--- config.mk ---
export PLATFORM = sky130hd
export DESIGN_NAME = seg7_digit_reader
export DESIGN_NICKNAME = d
export VERILOG_FILES = /design/src/rtl/seg7_digit_reader.sv
export SDC_FILE = /design/constraint.sdc
export NUM_CORES = 1
export LEC_CHECK = 0
export ABC_AREA = 1
export CORE_MARGIN = 2
export CORE_UTILIZATION = 60
export CTS_CLUSTER_SIZE = 20
export DETAILED_ROUTE_END_ITERATION = 8
export GPL_ROUTABILITY_DRIVEN = 0
export PLACE_DENSITY = 0.86
export SYNTH_ARGS = -nofsm -noshare
export SYNTH_HDL_FRONTEND = slang
export SYNTH_SLANG_ARGS = --single-unit
--- constraint.sdc ---
create_clock -name clk -period 4.2 [get_ports clk]
set_input_delay 1.26 -clock clk [delete_from_list [all_inputs] [get_ports clk]]
set_output_delay 1.26 -clock clk [all_outputs]
set_load 0.05 [all_outputs]
--- src/rtl/seg7_digit_reader.sv ---
// +--------------------------------------------------------------------------+
// | seg7_digit_reader                                                        |
// | Debounces an asynchronous 7-segment bus, decodes it to BCD and checks    |
// | that digits follow the 0..9..0 increment sequence.                       |
// | Option macro: SEG7_READER_ERRCNT_EN (implements error_count, else 0).    |
// | Revision: 1.0                                                            |
// +--------------------------------------------------------------------------+
`default_nettype none

module seg7_digit_reader #(
    parameter int STABLE_CYCLES = 4
) (
    input  logic       clk,
    input  logic       rst_n,
    input  logic [6:0] seg_in,
    output logic [3:0] digit_out,
    output logic       digit_valid,
    output logic       new_digit,
    output logic       seq_error,
    output logic       bad_pattern,
    output logic [7:0] error_count
);

    localparam logic [3:0] C_STABLE     = 4'(STABLE_CYCLES);
    localparam logic [3:0] C_ACCEPT_CNT = 4'(STABLE_CYCLES - 1);

    localparam logic [0:0] ST_IDLE  = 1'b0;
    localparam logic [0:0] ST_TRACK = 1'b1;

    logic [6:0] s1_q, s2_q, cand_q, last_pat_q;
    logic [3:0] cnt_q;
    logic [0:0] state_q, state_d;
    logic [3:0] digit_q, digit_d;
    logic       valid_q, valid_d;
    logic       new_q, new_d;
    logic       seqerr_q, seqerr_d;
    logic       badpat_q, badpat_d;

    logic       w_accept, w_event, w_dec_valid;
    logic [3:0] w_dec_digit, w_exp_next;

    // Synchronizer and debounce; cnt saturates so each stable run yields one acceptance.
    always_ff @(posedge clk) begin
        if (!rst_n) begin
            s1_q   <= 7'h00;
            s2_q   <= 7'h00;
            cand_q <= 7'h00;
            cnt_q  <= 4'd0;
        end else begin
            s1_q <= seg_in;
            s2_q <= s1_q;
            if (s2_q != cand_q) begin
                cand_q <= s2_q;
                cnt_q  <= 4'd1;
            end else if (cnt_q < C_STABLE) begin
                cnt_q <= cnt_q + 4'd1;
            end
        end
    end

    assign w_accept = (s2_q == cand_q) && (cnt_q == C_ACCEPT_CNT);
    assign w_event  = w_accept && (cand_q != last_pat_q);

    always_ff @(posedge clk) begin
        if (!rst_n) begin
            last_pat_q <= 7'h00;
        end else if (w_event) begin
            last_pat_q <= cand_q;
        end
    end

    always_comb begin
        w_dec_valid = 1'b1;
        w_dec_digit = 4'd0;
        case (cand_q)
            7'h3F: w_dec_digit = 4'd0;
            7'h06: w_dec_digit = 4'd1;
            7'h5B: w_dec_digit = 4'd2;
            7'h4F: w_dec_digit = 4'd3;
            7'h66: w_dec_digit = 4'd4;
            7'h6D: w_dec_digit = 4'd5;
            7'h7D: w_dec_digit = 4'd6;
            7'h07: w_dec_digit = 4'd7;
            7'h7F: w_dec_digit = 4'd8;
            7'h6F: w_dec_digit = 4'd9;
            default: w_dec_valid = 1'b0;
        endcase
    end

    assign w_exp_next = (digit_q == 4'd9) ? 4'd0 : digit_q + 4'd1;

    always_ff @(posedge clk) begin
        if (!rst_n) begin
            state_q  <= ST_IDLE;
            digit_q  <= 4'd0;
            valid_q  <= 1'b0;
            new_q    <= 1'b0;
            seqerr_q <= 1'b0;
            badpat_q <= 1'b0;
        end else begin
            state_q  <= state_d;
            digit_q  <= digit_d;
            valid_q  <= valid_d;
            new_q    <= new_d;
            seqerr_q <= seqerr_d;
            badpat_q <= badpat_d;
        end
    end

    always_comb begin
        state_d = state_q;
        if (w_event) begin
            case (state_q)
                ST_IDLE:  if (w_dec_valid)  state_d = ST_TRACK;
                ST_TRACK: if (!w_dec_valid) state_d = ST_IDLE;
                default:  state_d = ST_IDLE;
            endcase
        end
    end

    always_comb begin
        digit_d  = digit_q;
        valid_d  = valid_q;
        new_d    = 1'b0;
        seqerr_d = 1'b0;
        badpat_d = 1'b0;
        if (w_event) begin
            if (w_dec_valid) begin
                digit_d = w_dec_digit;
                valid_d = 1'b1;
                new_d   = 1'b1;
                if ((state_q == ST_TRACK) && (w_dec_digit != w_exp_next)) begin
                    seqerr_d = 1'b1;
                end
            end else begin
                // digit_out keeps the last good value for the host to inspect
                badpat_d = 1'b1;
                valid_d  = 1'b0;
            end
        end
    end

`ifdef SEG7_READER_ERRCNT_EN
    logic [7:0] errcnt_q;
    logic       w_err_event;

    assign w_err_event = seqerr_d | badpat_d;

    always_ff @(posedge clk) begin
        if (!rst_n) begin
            errcnt_q <= 8'd0;
        end else if (w_err_event && (errcnt_q != 8'hFF)) begin
            errcnt_q <= errcnt_q + 8'd1;
        end
    end

    assign error_count = errcnt_q;
`else
    assign error_count = 8'd0;
`endif

    assign digit_out   = digit_q;
    assign digit_valid = valid_q;
    assign new_digit   = new_q;
    assign seq_error   = seqerr_q;
    assign bad_pattern = badpat_q;

endmodule

`default_nettype wire

# ---- Word level (Yosys, flattened, before mapping)
# Cells that the tools add are included.
dict set report totals {
  elab_cells 48
  regBits 40
  output_inout_bits 16
  input_bits 9
}
dict set report op_classes {
  reduce_logical 9
  muxes 8
  n_eq_ne 16
  bitwise 1
  addsub 2
  magnitude_cmp 1
}
# operator n
set ops {}
lappend ops {{7-bit == test (second input constant)} 7}
lappend ops {{4-bit case mux with 9 select lines} 1}
lappend ops {{7-bit by 3-bit == test with 1-bit output (second input constant)} 2}
lappend ops {{7-bit != test} 2}
lappend ops {{10-bit OR reduction} 1}
lappend ops {{4-bit by 1-bit adder with 4-bit output (second input constant)} 2}
lappend ops {{7-bit by 6-bit == test with 1-bit output (second input constant)} 1}
lappend ops {{7-bit == test} 1}
lappend ops {{1-bit two-way mux} 6}
lappend ops {{4-bit by 2-bit == test with 1-bit output (second input constant)} 1}
lappend ops {{4-bit == test (second input constant)} 1}
lappend ops {{4-bit by 3-bit less-than comparator with 1-bit output (second input constant)} 1}
lappend ops {{4-bit two-way mux} 1}
lappend ops {{4-bit != test} 1}
lappend ops {{2-bit AND reduction} 2}
lappend ops {{1-bit logical AND} 3}
lappend ops {{3-bit AND reduction} 1}
lappend ops {{2-bit nonzero test} 1}
lappend ops {{2-bit OR reduction} 1}
lappend ops {{1-bit inverter} 1}

# ---- Longest topological paths before layout
dict set report logic_depth {
  word_depth 5
  depth_mapped 13
  depth_no_buf 12
}

# ---- Worst setup path after synthesis
# Ideal clock, no wire load.
dict set report synth_path {
  path_type {reg-to-output}
  from {reg digit_q[0], in the netlist digit_out[0]}
  to {out digit_out[0]}
  path_stages_with_launch 1
  n_path_buf 0
  arrival_ps 681
  required_ps 2940
  path_slack_ps 2259
  cell_sequence {dfxtp_1}
}
# element line
set synth_lines {}
lappend synth_lines {{start: declaration} 33} ;# logic [3:0] digit_q, digit_d;
lappend synth_lines {{start signal: assignment} 102} ;# digit_q <= digit_d;
lappend synth_lines {{end: declaration} 16} ;# output logic [3:0] digit_out,
# No word-level cell between the ends.

# ---- Final worst setup path
dict set report layout_path {
  from {reg digit_q[0], in the netlist digit_out[0]}
  to {out digit_out[0]}
}
# No word-level cell between the ends.

==> reports/results.tsv <==
stage	metric	value	unit
floorplan	Die Area	4158	µm²
sta	Peak Freq	345.8	MHz
clocking	CTS Buf Count	5	
worst_setup_path	Top Family by Delay on Critical Path	buffers and inverters	
sta	final worst clock skew	0.006519	ns
final_layout	share of cells above drive strength 1	0.1143	
final_layout	Core Util, Final	0.6982	
worst_setup_path	CP endpoint kind	primary output	
worst_setup_path	CP Data Required Time	2.94	ns
grt	antenna violations before repair	0	
final_layout	area of the multi-input gates	1087	µm²
power_and_ir_drop	Int Pwr	0.4953	mW
power_and_ir_drop	Psw	0.1761	mW
synthesis	Post-Synthesis Cell Area	2195	µm²
clocking	cts repair resizes	0	
grt	first-pass GRT wire length	6.948	mm
clocking	postcts setup bufs	0	
floorplan	Core Area	3416	µm²
worst_setup_path	arrival time worst endpoint	1.63	ns
clocking	clk root buf	clkbuf_4	
clocking	Post-CTS Hold Buffers	0	
grt	GRT Util Overall	0.2122	
drt	DR pass1 iterations	5	
drt	WL final	3.886	mm
final_layout	sequential standard cell area	800.8	µm²
power_and_ir_drop	P per Cell Area	281.5	nW/µm²
clocking	clock-pin slew on the worst setup and hold paths	0.11	ns
drt	Vias	1916	
synthesis	Seq cells post-synth	40	
synthesis	Synth Instances	335	
sta	Tmin final	2.892	ns
drt	drt drc	0	
final_layout	n_diodes	0	
power_and_ir_drop	total power	0.6714	mW
grt	via count of the first global-routing pass	1721	
drt	drt initial violations	126	
worst_setup_path	CP max stage cell	clkdlybuf4s50_1	
power_and_ir_drop	Clk network pwr share	0.295	
worst_setup_path	Reg2Reg Setup Slack	2.53	ns
floorplan	die height	64.48	µm
grt	largest net degree at the start of global routing	26	
drt	vias per cell	4.838	
clocking	clock tree buffer depth	2	
power_and_ir_drop	Flop pwr share	0.593	
sta	final hold vios	0	
placed_design	DP Wirelength	3.049	mm
clocking	Clock Latency Late Sink	0.34	ns
sta	RSZ-0062 raised after global routing	false	
sta	pins over their slew limit	0	
placed_design	I/O Buffers	16	
synthesis	Yosys Warn Count	0	
final_layout	Area Growth Syn to Fin	8.666	%
synthesis	Syn Area/Cell	6.551	µm²
job	max-cap violation count	0	
drt	drt wl/cell	9.813	µm
worst_setup_path	critical path's largest stage delay	0.84	ns
hold_path	type of the worst min-delay path	reg -> reg	
final_layout	fin nets	359	
power_and_ir_drop	leakage power total	1.257	nW
synthesis	synth unique cells	29	
grt	GR Overflow Total	0	
synthesis	Area contributors post-synth	dfxtp_1 (36%), nand2_1 (19%), inv_1 (8.2%)	
sta	setup TNS	0	ns
floorplan	Die Width	64.48	µm
floorplan	FP Rows	21	
worst_setup_path	crit path cell chain	clkdlybuf4s50_1	
worst_setup_path	Buf/Inv on CP	1	
power_and_ir_drop	worst vdd ir	255.7	µV
drt	Post-DRT Antenna Nets	0	
synthesis	register area share after synthesis	0.3649	
floorplan	io pins	25	
clocking	H-tree depth	2	
worst_setup_path	startpoint types	register	
sta	Final period util	0.6886	
sta	hold slack	0.4210	ns
clocking	CTS tree	built	
power_and_ir_drop	combinational share of power	0.112	
synthesis	post-synth top area share	0.3649	
clocking	Sink Count	40	
worst_setup_path	Max Fanout on Critical Path	7	
power_and_ir_drop	Switching Share	0.2623	
run_status	status	finished, final reports clean	
worst_setup_path	Crit Path Class	reg -> out	
floorplan	Initial Util	0.6425	
final_layout	final-layout fill cell count	274	
sta	Final setup viols	0	
synthesis	post-synth top area cell	dfxtp_1	
path summary, 6_finish.rpt:
kind / start / endpoint / depth (start not counted)
setup reg to reg: cand_q[1] / seq_error / 10
setup / recovery: digit_out[0] / digit_out[0] / 1
hold reg to reg: s1_q[2] / s2_q[2] / 2
hold / removal: s1_q[2] / s2_q[2] / 2
per-stage QoR:
stage	setup slack [ns]	cells	area, µm²
CTS	1.287	396	2385
detailed placement	1.680	388	2326
floorplan	2.259	342	2221
finish	1.308	396	2385
global placement	1.695	388	2326
global route	1.228	396	2385
power groups by stage:
stage / Sequential (mW) / Clock [mW] / Combinational (mW)
after floorplan: 0.402 / 0 / 0.0698
after global placement: 0.406 / 0 / 0.0731
after detailed placement: 0.407 / 0 / 0.0753
after CTS: 0.398 / 0.203 / 0.0758
after global routing: 0.400 / 0.219 / 0.0836
final: 0.398 / 0.198 / 0.0751
layout make-up:
cell class / instances / share of cell area
multi-input cells: 229 / 0.4559
well taps: 46 / 0.02413
flip-flops and latches: 40 / 0.3358
repair buffers: 17 / 0.07030
inverters: 56 / 0.08919
clock buffers: 8 / 0.02466
routing by layer:
| metal | track usage | up-vias | routed length [µm] | share of wire |
|---|---|---|---|---|
| li1 | - | 1010 | - | - |
| met1 | 0.2456 | 852 | 1758 | 0.45 |
| met2 | 0.3776 | 47 | 1894 | 0.49 |
| met3 | 0.04861 | 7 | 169 | 0.043 |
| met4 | 0.08511 | 0 | 63 | 0.016 |
| met5 | 0 | - | 0 | 0 |
synthesized netlist by cell type:
cell type / n
inv_2: 7
dfxtp_1: 40
a21oi_2: 1
nor2_2: 6
nand3_1: 18
inv_4: 1
nor2_4: 3
nand3_2: 2
nand4_1: 3
nand3_4: 1
a21oi_1: 6
nor2_1: 31
xor2_1: 2
o31ai_1: 1
inv_1: 48
nor2_8: 1
o21ai_4: 1
xnor2_1: 3
buf_6: 1
clkbuf_1: 3
nor3_1: 4
buf_4: 13
ha_1: 1
conb_1: 1
nand2_2: 10
nand2_1: 113
and2_1: 2
nand3b_1: 2
o21ai_0: 10
sequential cells by signal (all words and copies together) (netlist names):
signal       count
last_pat_q       7
new_digit        1
s1_q             7
digit_valid      1
bad_pattern      1
s2_q             7
digit_out        4
cand_q           7
seq_error        1
cnt_q            4
cell usage in the layout, fill, tap and decap left out:
| cell | instances |
|---|---|
| buf_4 | 1 |
| inv_4 | 1 |
| o21ai_4 | 1 |
| clkdlybuf4s50_1 | 16 |
| inv_2 | 7 |
| o21ai_0 | 10 |
| nand2_1 | 113 |
| clkbuf_4 | 5 |
| nor2_1 | 31 |
| nand3_1 | 18 |
| nand3_2 | 2 |
| xnor2_1 | 3 |
| clkbuf_8 | 1 |
| xor2_1 | 2 |
| nor2_4 | 3 |
| conb_1 | 8 |
| nand3b_1 | 2 |
| nand4_1 | 3 |
| dfxtp_1 | 40 |
| and2_1 | 2 |
| a21oi_2 | 1 |
| nand3_4 | 1 |
| a21oi_1 | 6 |
| inv_1 | 48 |
| ha_1 | 1 |
| nor2_2 | 6 |
| nor2_8 | 1 |
| nor3_1 | 4 |
| o31ai_1 | 1 |
| clkbuf_1 | 2 |
| nand2_2 | 10 |
logic make-up after synthesis:
kind of cell / after synthesis / share of synthesized area
AND/OR/NAND/NOR: 196 / 0.4048
buffers and inverters: 73 / 0.1517
flip-flops: 40 / 0.3649
AO/OA/AOI/OAI: 19 / 0.05132
XOR/XNOR: 5 / 0.01996
adder cells (fa/ha/maj): 1 / 0.005700
other: 1 / 0.001709
No activity file was read; power rests on OpenSTA's default activity.
